--- config.mk ---
export PLATFORM = sky130hd
export DESIGN_NAME = uart_rx
export DESIGN_NICKNAME = d
export VERILOG_FILES = /design/src/rtl/uart_pkg.sv /design/src/rtl/uart_rx_sync.sv /design/src/rtl/uart_rx.sv
export SDC_FILE = /design/constraint.sdc
export NUM_CORES = 1
export LEC_CHECK = 0
export ABC_AREA = 1
export ABC_CLOCK_PERIOD_IN_PS = 1300
export BUFFER_PORTS_ARGS = -buffer_cell sky130_fd_sc_hd__buf_4
export CORE_MARGIN = 3
export CORE_UTILIZATION = 52
export DETAILED_ROUTE_END_ITERATION = 16
export MAX_ROUTING_LAYER = met4
export PLACE_DENSITY = 0.74
export SYNTH_ARGS = -nofsm -noshare
export SYNTH_HDL_FRONTEND = slang
export SYNTH_SLANG_ARGS = --single-unit
--- constraint.sdc ---
create_clock -name clock -period 1.3 [get_ports clock]
set_input_delay 0.195 -clock clock [delete_from_list [all_inputs] [get_ports clock]]
set_output_delay 0.195 -clock clock [all_outputs]
set_load 0.1 [all_outputs]
--- src/rtl/uart_pkg.sv ---
// Shared UART definitions: receiver state encoding, data width and default bit period.
package uart_pkg;

  localparam int unsigned DATA_BITS        = 8;
  localparam int unsigned CLKS_PER_BIT_DEF = 16;

  typedef enum logic [2:0] {
    ST_IDLE   = 3'd0,
    ST_START  = 3'd1,
    ST_DATA   = 3'd2,
    ST_PARITY = 3'd3,
    ST_STOP   = 3'd4,
    ST_BREAK  = 3'd5
  } rx_state_t;

endpackage

--- src/rtl/uart_rx_sync.sv ---
// Two-flop synchronizer for asynchronous inputs; resets to 1 (idle level of a serial line).
module uart_rx_sync (
  input  logic i_clock,
  input  logic i_reset,
  input  logic i_d,
  output logic o_q
);

  logic r_meta;
  logic r_sync;

  always_ff @(posedge i_clock) begin
    if (i_reset) begin
      r_meta <= 1'b1;
      r_sync <= 1'b1;
    end else begin
      r_meta <= i_d;
      r_sync <= r_meta;
    end
  end

  assign o_q = r_sync;

endmodule

--- src/rtl/uart_rx.sv ---
// 8N1 UART receiver with framing-error detection.
// Define UART_RX_PARITY_EN to add an even-parity bit between data and stop bits.
module uart_rx #(
  parameter int unsigned CLKS_PER_BIT = uart_pkg::CLKS_PER_BIT_DEF
) (
  input  logic       clock,
  input  logic       reset,
  input  logic       rx,
  output logic [7:0] data_out,
  output logic       data_valid,
  output logic       frame_err,
  output logic       parity_err,
  output logic       busy
);

  import uart_pkg::*;

  localparam int unsigned CW = $clog2(CLKS_PER_BIT);
  localparam logic [CW-1:0] CNT_HALF = CW'(CLKS_PER_BIT / 2 - 1);
  localparam logic [CW-1:0] CNT_LAST = CW'(CLKS_PER_BIT - 1);

  rx_state_t              r_state;
  logic [CW-1:0]          r_clk_cnt;
  logic [2:0]             r_bit_idx;
  logic [DATA_BITS-1:0]   r_shift;
  logic [DATA_BITS-1:0]   r_data_out;
  logic                   r_data_valid;
  logic                   r_frame_err;
  logic                   r_parity_err;
  logic                   w_rx_s;
  logic                   w_par_ok;

  uart_rx_sync u_sync (
    .i_clock (clock),
    .i_reset (reset),
    .i_d     (rx),
    .o_q     (w_rx_s)
  );

`ifdef UART_RX_PARITY_EN
  logic r_par;
  assign w_par_ok = ~(^r_shift ^ r_par);
`else
  assign w_par_ok = 1'b1;
`endif

  always_ff @(posedge clock) begin
    if (reset) begin
      r_state      <= ST_IDLE;
      r_clk_cnt    <= '0;
      r_bit_idx    <= '0;
      r_shift      <= '0;
      r_data_out   <= '0;
      r_data_valid <= 1'b0;
      r_frame_err  <= 1'b0;
      r_parity_err <= 1'b0;
`ifdef UART_RX_PARITY_EN
      r_par        <= 1'b0;
`endif
    end else begin
      r_data_valid <= 1'b0;
      r_frame_err  <= 1'b0;
      r_parity_err <= 1'b0;
      case (r_state)
        ST_IDLE: begin
          r_clk_cnt <= '0;
          if (!w_rx_s) r_state <= ST_START;
        end
        ST_START: begin
          if (r_clk_cnt == CNT_HALF) begin
            r_clk_cnt <= '0;
            if (!w_rx_s) begin
              r_state   <= ST_DATA;
              r_bit_idx <= '0;
            end else begin
              r_state <= ST_IDLE;
            end
          end else begin
            r_clk_cnt <= r_clk_cnt + 1'b1;
          end
        end
        ST_DATA: begin
          if (r_clk_cnt == CNT_LAST) begin
            r_clk_cnt          <= '0;
            r_shift[r_bit_idx] <= w_rx_s;
            if (r_bit_idx == 3'd7) begin
`ifdef UART_RX_PARITY_EN
              r_state <= ST_PARITY;
`else
              r_state <= ST_STOP;
`endif
            end else begin
              r_bit_idx <= r_bit_idx + 1'b1;
            end
          end else begin
            r_clk_cnt <= r_clk_cnt + 1'b1;
          end
        end
`ifdef UART_RX_PARITY_EN
        ST_PARITY: begin
          if (r_clk_cnt == CNT_LAST) begin
            r_clk_cnt <= '0;
            r_par     <= w_rx_s;
            r_state   <= ST_STOP;
          end else begin
            r_clk_cnt <= r_clk_cnt + 1'b1;
          end
        end
`endif
        ST_STOP: begin
          if (r_clk_cnt == CNT_LAST) begin
            r_clk_cnt <= '0;
            // Framing error outranks a parity mismatch; either way data_out holds.
            if (w_rx_s) begin
              r_state <= ST_IDLE;
              if (w_par_ok) begin
                r_data_out   <= r_shift;
                r_data_valid <= 1'b1;
              end else begin
                r_parity_err <= 1'b1;
              end
            end else begin
              r_frame_err <= 1'b1;
              r_state     <= ST_BREAK;
            end
          end else begin
            r_clk_cnt <= r_clk_cnt + 1'b1;
          end
        end
        ST_BREAK: begin
          if (w_rx_s) r_state <= ST_IDLE;
        end
        default: r_state <= ST_IDLE;
      endcase
    end
  end

  assign data_out   = r_data_out;
  assign data_valid = r_data_valid;
  assign frame_err  = r_frame_err;
  assign parity_err = r_parity_err;
  assign busy       = (r_state != ST_IDLE);

endmodule

==> results of run 1 <==
-- area by class of cell --
cell class	count	share of cell area (%)
multi-input combinational	151	44.5
sequential	30	28.7
timing repair buffer	43	15.5
inverter	30	5.85
clock buffer	6	2.35
tap	30	1.72
clock inverter	1	1.38
-- registers in the layout (all words and copies together) (netlist names) --
register	count
r_shift	8
r_bit_idx	3
r_clk_cnt	4
data_out	8
u_sync.r_meta	1
u_sync.o_q	1
data_valid	1
r_state	3
frame_err	1
-- per-layer routing --
metal  GRT usage [%]  wire length [µm]
met3            6.48               285
met5               -                 0
met2            38.4              2150
met1            29.9              1860
met4            11.7               156
-- cells in the final DEF (no fill, tap or decap) --
cell,synthesis,layout
ha_2,0,1
buf_4,1,41
buf_12,0,1
inv_4,1,1
or2_2,2,2
clkbuf_8,0,1
dfxtp_4,0,3
o21ai_1,2,6
clkbuf_4,0,5
nor2_2,8,2
inv_1,23,22
dfxtp_1,30,16
bufinv_16,0,1
o21ai_2,2,4
nand3_4,1,4
inv_8,0,1
inv_2,5,5
nor2_1,30,26
ha_4,0,2
o21ai_0,14,8
a21oi_1,11,10
nor2_4,1,11
o21bai_1,1,1
nand2_4,0,4
xor2_1,1,1
nand2_1,41,34
a21oi_2,2,3
nand3_2,4,10
nand3_1,21,12
buf_6,0,1
clkinv_4,0,1
dfxtp_2,0,11
nand2_2,3,6
nor3_1,1,1
nand4_1,2,2
conb_1,1,1
-- synthesized netlist by cell type --
master	n	share of area, %
buf_2	2	0.66
inv_2	5	1.2
o21ai_0	14	4.6
nand2_2	3	1.2
clkinv_1	1	0.25
nand3_4	1	1.2
conb_1	1	0.25
nor2_2	8	3.3
dfxtp_1	30	39
nor3_1	1	0.33
nand3_2	4	2.6
nand3_1	21	6.9
o21ai_2	2	1.2
inv_4	1	0.41
nand4_1	2	0.82
nand2_1	41	10
buf_1	1	0.25
clkbuf_1	1	0.25
a21oi_1	11	3.6
buf_8	1	0.99
inv_1	23	5.7
o21bai_1	1	0.49
xor2_1	1	0.58
nor2_4	1	0.74
or2_2	2	0.82
buf_4	1	0.49
nor2_1	30	7.4
o21ai_1	2	0.66
ha_1	3	2.5
a21oi_2	2	1.2
-- logic make-up (layout without fill, tap and decap cells) --
kind of cell | count (synthesis) | after routing | synth area share [%]
and+or+nand+nor | 114 | 114 | 35.4
buffers and inverters | 36 | 80 | 10.2
AOI/OAI and AO/OA | 32 | 32 | 11.7
DFF | 30 | 30 | 39.4
adders and majority gates | 3 | 3 | 2.47
other | 1 | 1 | 0.246
xor gates and xnor gates | 1 | 1 | 0.575
-- worst paths after layout --
path                 start            end  slack (ns)  cells after the start
max           r_bit_idx[1]     r_state[0]        -0.1                      9
min                     rx  u_sync.r_meta        0.04                      2
max reg2reg   r_bit_idx[1]     r_state[0]        -0.1                      9
min reg2reg  u_sync.r_meta     u_sync.o_q        0.43                      1
-- power groups by stage --
stage	clock network [mW]	logic [mW]	registers, mW
detailed placement	0	1.96	1.16
CTS	0.782	2.41	1.19
global route	0.822	3.06	1.25
global placement	0	1.93	1.16
floorplan	0	1.45	1.13
finish	0.770	2.85	1.24
-- stage by stage --
stage | utilization, % | cells | power (mW) | TNS [ns]
6_report | 82.8 | 291 | 4.86 | -0.587
5_1_grt | 82.8 | 291 | 5.13 | -2.34
2_1_floorplan | - | 217 | 2.59 | 0
4_1_cts | 76.2 | 286 | 4.38 | -0.303
3_3_place_gp | 67.1 | 271 | 3.09 | -0.450
3_5_place_dp | 67.1 | 271 | 3.12 | -1.46
-- worst max-delay path, delay by kind of cell (launching register included) --
| family | cells | cell delay, ns |
|---|---|---|
| adders and majority gates | 2 | 0.35 |
| buffers and inverters | 1 | 0.06 |
| DFF | 1 | 0.35 |
| and+or+nand+nor | 6 | 0.54 |
-- timing repair --
item	4_1_cts	5_1_grt
endpoints found under the setup margin	25	27
resized for setup	31	39
pin swaps	12	13
gates cloned	0	0
buffers inserted	8	5
==> metrics, run 1 <==
status=finished, violations left; failing checks=setup timing; combinational share of power=58.6%; final instance area=~2200 µm²; total CTS buffers=5; grt total ovfl=0; Placement Rows=18; Worst Skew=0.00722 ns; global router's overall resource usage=24.8%; total wire length=4450 µm; P_int=2.63 mW; nets@finish=267; Final Worst Setup Slack=-0.0961 ns; min cycle time layout=1.40 ns; worst slack at placement=-0.152 ns; Final Setup Violations=14; # DRC=0; First DRT Iteration DRCs=121; Worst Setup End Kind=flip-flop; Flop pwr share=25.6%; Pwr Density=2230 nW/µm²; n_diodes=0; placed cell area=1770 µm²; Sink Count=30; Critical-path top delay cell=dfxtp_2; Max Clk Rate=716 MHz; Worst Hold Class=primary input to flip-flop; crit path DAT=1.63 ns; Sw Ratio=46.0%; Critical Path Start Type=flip-flop; Clk Latency, worst-skew pair=0.34 ns; root buf cell=clkbuf_4; worst path cell trace=ha_2, ha_4, inv_1, nand3_2, nand2_1, nor2_2, nand3_1, nand2_1, nor2_1; Mapped Area=1520 µm²; Fin. Hold Viols=0; Gate Count Post-Synth=217; pin count of the biggest net entering global routing=17; CTS tree=done; Min Hold Slack=between 0.04 and 0.05 ns; area of the multi-input gates=between 900 and 1000 µm²; Initial DRT Pass Iterations=4; gp weighted congestion=1.02; crit share post-route=107%; WL/cell=15.3 µm; first-pass GRT wire length=6450 µm; layout cells sized above 1=between 40% and 50%; P&R area growth vs syn=43.3%; switching pwr=2.24 mW; initial antenna violation count=0; Clock transition at path regs=0.09 ns; maximum VDD drop=around 2.3 mV; Routed Antenna Nets=0; Initial Utilization=57.8%; Via density=between 5 and 6; num ports=15; H-tree level count=2; RSZ-0062 raised after global routing=yes; Avg Inst Size Synth=between 7 and 8 µm²; vias in the first global route=roughly 1,500; # fillers=170; Ys Warns=0; Distinct cells, synth=30; register bit total from synthesis=30; Max-Cap Viols=0; die area=3610 µm²; Worst EP required=roughly 1.5 ns; Clock Power Share=between 15 and 20%; CP Class=flip-flop to flip-flop; syn nets=223; PortBufs=13; CTS max path bufs=2; P_leak=0.983 nW; DP HPWL=2530 µm; cell mode on critical path=nand2_1; area of the core=2640 µm²; CP Max Fanout=3; Die X=60.1 µm; DR vias=between 1,500 and 2,000; flip-flop and latch area=626 µm²; Slew Limit Fails=0; Hold Buf Count CTS=0; Die Ht=roughly 60 µm; post-synthesis sequential area ratio=39.4%; Max stage delay on crit path=0.35 ns
No activity file was read; power rests on OpenSTA's default activity.
==> run 2: changes to the inputs <==
--- a/config.mk
+++ b/config.mk
@@ -5,11 +5,9 @@
 export SDC_FILE = /design/constraint.sdc
 export NUM_CORES = 1
 export LEC_CHECK = 0
-export ABC_AREA = 1
 export ABC_CLOCK_PERIOD_IN_PS = 1300
 export BUFFER_PORTS_ARGS = -buffer_cell sky130_fd_sc_hd__buf_4
-export CORE_MARGIN = 3
-export CORE_UTILIZATION = 52
+export CORE_UTILIZATION = 51
 export DETAILED_ROUTE_END_ITERATION = 16
 export MAX_ROUTING_LAYER = met4
 export PLACE_DENSITY = 0.74
==> run 2 against run 1 <==
Synthesized area shrank 9.3%. Sequential share of layout area is 0.30 points higher. Highest routed layer unchanged. Critical path depth decreased by 3. The flow still finishes with violations (setup timing). Largest cell class unchanged. Sequential power fell by 25%. Register-to-register slack lost 0.22 ns.
==> metrics, run 2 <==
status=finished, violations left; failing checks=setup timing; CP Class=flip-flop to flip-flop; Worst Skew=0.0168 ns (+0.00961 ns); PortBufs=13 (unchanged); hold-critical path depth=2 (unchanged); worst flop-to-flop path startpoint=r_state[0]; num ports=15 (unchanged); Min-Delay Startpoint=rx; most frequent cell after synthesis=dfxtp_1; register bit total from synthesis=30 (unchanged); largest delay contributor family on the critical path=adder cells; commonest non-fill, non-tap cells in the layout=buf_4 (40), dfxtp_1 (22), nor2_1 (18), mux2i_1 (16), buf_6 (10); layout cells sized above 1=53.1% (+6.7 points); worst r2r path cells=6 (-3); n_diodes=0 (unchanged); ranking of synthesized cells by area=dfxtp_1 (43%), mux2i_1 (12%), nor2_1 (4.9%), nand4_1 (4.1%), ha_1 (2.7%); final instance area=2130 µm² (-2.2%); # DRC=0 (unchanged); CTS max path bufs=2 (unchanged); Sink Count=30 (unchanged); Power Total=1.69 mW (-65%); worst slack at placement=-0.192 ns (-0.0408 ns); Initial DRT Pass Iterations=4 (unchanged); Distinct cells, synth=42 (+40%); Worst Hold End=u_sync.r_meta; WL/cell=20.3 µm (+33%); Clk Latency, worst-skew pair=0.35 ns (about the same); post-synthesis sequential area ratio=43.5% (+4.0 points); crit path DAT=1.87 ns (+0.24 ns); Max stage delay on crit path=0.40 ns (+0.05 ns); placed cell area=1730 µm² (-2.3%); crit share post-route=125% (+17 points); Worst Setup End Kind=flip-flop; Clock transition at path regs=0.11 ns (+0.02 ns); Avg Inst Size Synth=9.40 µm² (+34%); Slew Limit Fails=0 (unchanged); P&R area growth vs syn=54.4%; Max-Cap Viols=0 (unchanged); Ys Warns=0 (unchanged); RR Endpoint=r_clk_cnt[3]; Fin. Hold Viols=0 (unchanged); Max Clk Rate=618 MHz (-14%); commonest non-fill, non-tap cell in the layout=buf_4; Mapped Area=1380 µm² (-9.3%); Die Ht=54.0 µm (-10%); worst path buffer plus inverter count=2 (+1); ys async rst share=0% (unchanged); RSZ-0062 raised after global routing=yes; Min Hold Slack=0.0424 ns (+0.00234 ns); global router's overall resource usage=30.7% (+5.9 points); initial antenna violation count=0 (unchanged); maximum VDD drop=0.969 mV (-58%); CTS tree=done; root buf cell=clkbuf_4; Worst EP required=1.55 ns (about the same); cell mode on critical path=buf_6; Worst Hold Class=primary input to flip-flop; P_leak=0.943 nW (-4.0%); CP Max Fanout=7 (+4); die area=2920 µm² (-19%); Synth top cells by count=dfxtp_1 (30), nor2_1 (18), mux2i_1 (17); DP HPWL=2090 µm (-17%); worst path cell trace=buf_6, buf_6, maj3_4, nor3_2, a21oi_1, o41ai_2; First DRT Iteration DRCs=95 (-21%); DR vias=1,425 (-9.0%); grt total ovfl=0 (unchanged); Die X=54.0 µm (-10%); H-tree level count=2 (unchanged); Final Worst Setup Slack=-0.319 ns (-0.223 ns); WP depth=6 (-3); total wire length=4590 µm (+3.0%); Final Setup Violations=27 (+13); Synth top area share=43.5% (+4.0 points); total CTS buffers=5 (unchanged); r2r setup slk=-0.32 ns (-0.22 ns); first-pass GRT wire length=5910 µm (-8.4%); Critical Path Start Type=flip-flop; area of the core=2520 µm² (-4.3%); vias in the first global route=1,251 (-15%); dominant cell type by area after synthesis=dfxtp_1; Primary FF master, synth=dfxtp_1; Gate Count Post-Synth=147 (-32%); Pwr Density=794 nW/µm² (-64%); Placement Rows=18 (unchanged); Routed Antenna Nets=0 (unchanged); Critical-path top delay cell=maj3_4; min cycle time layout=1.62 ns (+0.223 ns); pin count of the biggest net entering global routing=31 (+14); EDFF count, synth=0 (unchanged); nets@finish=201 (-25%); gp weighted congestion=0.920 (-9.9%); Initial Utilization=54.8% (-3.0 points); Via density=6.31 (+17%); syn nets=153 (-31%)
-- run 2: cell count changes after synthesis, moves of 7 or more --
cell,delta
nor2_1,-12
nor2_2,-7
nand2_1,-38
nand3_1,-19
inv_1,-17
mux2i_1,+17
nand4_1,+7
o21ai_0,-13
-- run 2: metal layers --
layer	wire (µm)	track usage, %	vias up
met5	0	-	-
met4	180	14.5	0
met3	359	9.89	27
met2	2100	46.3	87
met1	1950	36.9	688
li1	-	-	623
-- run 2: worst max-delay path by stage --
stage	start	endpoint	slack, ns
floorplan	r_state[1]	r_clk_cnt[1]	-0.005
global placement	r_state[1]	r_shift[3]	-0.15
detailed placement	r_state[0]	r_clk_cnt[2]	-0.19
CTS	r_state[0]	busy	-0.25
global route	r_state[0]	busy	-0.35
finish	r_state[0]	r_clk_cnt[3]	-0.32
-- run 2: layout make-up --
cell class / count / area (µm²)
well taps: 30 / 37.5
flip-flops and latches: 30 / 618
fillers: 117 / 389
clock inverters: 1 / 5.00
inverters: 6 / 25.0
multi-input cells: 101 / 960
clock buffers: 7 / 55.1
repair buffers: 51 / 433
-- run 2: report_power, final --
group          leakage (nW)  switching, mW  internal (mW)  total, mW
registers             0.247        0.00529          0.919      0.924
logic                 0.661         0.0953         0.0701      0.165
clock network        0.0353          0.342          0.262      0.604
total                 0.943          0.443           1.25       1.69
-- run 2: cells by family (layout without fill, tap and decap cells) --
group	after synthesis	in the layout	share of synthesized area [%]
XOR/XNOR	1	1	0.634
flip-flops	30	30	43.5
buffers and inverters	17	65	6.43
AO/OA/AOI/OAI	18	18	9.60
adder cells (fa/ha/maj)	4	4	3.53
other	1	1	0.271
AND/OR/NAND/NOR	58	59	22.9
multiplexers	18	18	13.1
-- run 2: what timing repair did --
action,CTS,global route
buffers inserted,8,7
pin swaps,14,14
gates resized for setup,26,24
hold buffers,0,0
gates cloned,0,1
endpoints found under the setup margin,28,29
-- run 2: per-stage QoR --
step | utilization [%] | setup TNS (ns) | cells
CTS | 77.4 | -2.15 | 219
global route | 84.6 | -5.07 | 226
detailed placement | 68.5 | -2.17 | 203
global placement | 68.5 | -1.44 | 203
floorplan | - | -0.00726 | 147
finish | 84.6 | -3.99 | 226
-- run 2: worst reg2reg max path: stages (launching register included) --
cell	delay (ns)
dfxtp_4	0.38
buf_6	0.13
buf_6	0.13
maj3_4	0.40
nor3_2	0.16
a21oi_1	0.10
o41ai_2	0.23
==> run 3: changes to the inputs <==
--- a/config.mk
+++ b/config.mk
@@ -5,12 +5,12 @@
 export SDC_FILE = /design/constraint.sdc
 export NUM_CORES = 1
 export LEC_CHECK = 0
-export ABC_CLOCK_PERIOD_IN_PS = 1300
+export ABC_CLOCK_PERIOD_IN_PS = 1900
 export BUFFER_PORTS_ARGS = -buffer_cell sky130_fd_sc_hd__buf_4
-export CORE_UTILIZATION = 51
+export CORE_UTILIZATION = 61
 export DETAILED_ROUTE_END_ITERATION = 16
 export MAX_ROUTING_LAYER = met4
-export PLACE_DENSITY = 0.74
+export PLACE_DENSITY = 0.82
 export SYNTH_ARGS = -nofsm -noshare
 export SYNTH_HDL_FRONTEND = slang
 export SYNTH_SLANG_ARGS = --single-unit
==> constraint.sdc (replaced) <==
create_clock -name clock -period 1.9 [get_ports clock]
set_input_delay 0.285 -clock clock [delete_from_list [all_inputs] [get_ports clock]]
set_output_delay 0.285 -clock clock [all_outputs]
set_load 0.1 [all_outputs]
==> run 3 against run 2 <==
The run now ends clean. Die area shrank 16%. Clock-buffer cell count is the same. Combinational power shrank 67%. Critical path depth shrank 3. Critical path type is now flip-flop to primary output. Clock power shrank 37%. Global-route usage shrank 5.3 points. Power shrank 37%. Sequential power shrank 31%. Sequential share of layout area grew 10 points. Register-to-register slack gained 0.49 ns. Highest routed layer unchanged. Worst hold slack gained 0.11 ns.
==> metrics, run 3 (synthesized netlist as in run 2, its figures left out) <==
status=complete, no violations; worst slack at placement=0.122 ns (+0.314 ns); Final Setup Violations=0 (-100%); crit path DAT=1.44 ns (-0.43 ns); P_int=0.825 mW (-34%); P_leak=0.687 nW (-27%); # fillers=155 (+32%); Worst Setup End Kind=primary output; nets@finish=163 (-19%); Max-Cap Viols=0 (unchanged); post-route insts no fill=185 (-18%); CP Max Fanout=12 (+5); worst flop-to-flop path startpoint=r_bit_idx[1]; CP Class=flip-flop to primary output; Clock Power Share=35.5% (-0.2 points); PortBufs=13 (unchanged); Min Hold Slack=0.150 ns (+0.107 ns); commonest non-fill, non-tap cells in the layout=dfxtp_1 (30), nor2_1 (18), mux2i_1 (17), buf_4 (14), nand4_1 (9); Final Worst Setup Slack=0.170 ns (+0.489 ns); Pwr Density=703 nW/µm² (-12%); Sink Count=30 (unchanged); Die Ht=49.6 µm (-8.3%); switching pwr=0.248 mW (-44%); Worst Hold Class=primary input to flip-flop; P&R area growth vs syn=10.6%; maximum VDD drop=0.656 mV (-32%); first-pass GRT wire length=4610 µm (-22%); CTS tree=done; global router's overall resource usage=25.4% (-5.3 points); Fin. Hold Viols=0 (unchanged); total wire length=2590 µm (-43%); grt total ovfl=0 (unchanged); Clk Latency, worst-skew pair=0.32 ns (-0.03 ns); CTS max path bufs=2 (unchanged); DP HPWL=1760 µm (-16%); Placement Rows=16 (-2); min cycle time layout=1.73 ns; die area=2460 µm² (-16%); Initial Utilization=67.6% (+13 points); num ports=15 (unchanged); Slew Limit Fails=0 (unchanged); pin count of the biggest net entering global routing=31 (unchanged); # DRC=0 (unchanged); crit share post-route=91.0%; Worst EP required=1.62 ns (+0.07 ns); Max Clk Rate=578 MHz; CP startpoint=r_state[1]; combinational share of power=5.0% (-4.8 points); DP Cell Count=177 (-13%); Power Total=1.07 mW (-37%); Initial DRT Pass Iterations=4 (unchanged); WL/cell=14.0 µm (-31%); Clock transition at path regs=0.10 ns (about the same); Flop pwr share=59.5% (+4.9 points); vias in the first global route=1,061 (-15%); area of the core=2040 µm² (-19%); initial antenna violation count=0 (unchanged); gp weighted congestion=0.919 (about the same); setup tns final=0 ns (+3.99 ns); layout cells sized above 1=19.6% (-33 points); Routed Antenna Nets=0 (unchanged); Sw Ratio=23.1% (-3.0 points); total CTS buffers=5 (unchanged); Via density=6.04 (-4.2%); root buf cell=clkbuf_4; n_diodes=0 (unchanged); commonest non-fill, non-tap cell in the layout=dfxtp_1; Die X=49.6 µm (-8.3%); Min-Delay Startpoint=rx; DR vias=1,117 (-22%); RSZ-0062 raised after global routing=no; H-tree level count=2 (unchanged); First DRT Iteration DRCs=31 (-67%); Critical Path Start Type=flip-flop; Worst Skew=0.0127 ns (-0.00410 ns)
[run 3: area by class of cell]
cell class	instances	area [µm²]	area share, %
multi-input cells	100	706	46.2
flip-flops and latches	30	601	39.3
repair buffers	14	105	6.88
clock buffers	7	55.1	3.60
well taps	27	33.8	2.21
inverters	6	22.5	1.47
clock inverters	1	5.00	0.328
[run 3: critical path: stages, from the launching register on]
cell and delay (ns):
dfxtp_1 0.61, nor3_2 0.12, inv_1 0.10, buf_4 0.29
[run 3: timing repair]
item,in CTS,in global routing
setup endpoints to repair,0,6
resized for setup,0,2
buffers inserted,0,0
hold buffers,0,0
[run 3: stage by stage]
stage	utilization (%)	area [µm²]
2_1_floorplan	-	1380
3_3_place_gp	71.2	1450
3_5_place_dp	71.2	1450
4_1_cts	74.1	1510
5_1_grt	74.8	1530
6_report	74.8	1530
[run 3: power groups by stage]
stage	Combinational [mW]	Sequential, mW	Clock, mW
6_report	0.0541	0.639	0.381
4_1_cts	0.0534	0.638	0.397
3_5_place_dp	0.0530	0.653	0
3_3_place_gp	0.0522	0.653	0
2_1_floorplan	0.0483	0.649	0
5_1_grt	0.0586	0.640	0.420
[run 3: worst paths after layout]
| kind | to | slack [ns] | cells after the start |
|---|---|---|---|
| min reg2reg | u_sync.o_q | 0.42 | 1 |
| max reg2reg | r_bit_idx[0] | 0.17 | 6 |
| min | u_sync.r_meta | 0.15 | 2 |
| max | busy | 0.17 | 3 |
[run 3: per-layer routing]
| metal | track usage [%] | vias up | wire, µm |
|---|---|---|---|
| li1 | - | 542 | - |
| met1 | 30.2 | 527 | 1130 |
| met4 | 11.4 | 0 | 44 |
| met2 | 39.4 | 42 | 1250 |
| met3 | 7.72 | 6 | 169 |
| met5 | - | - | 0 |
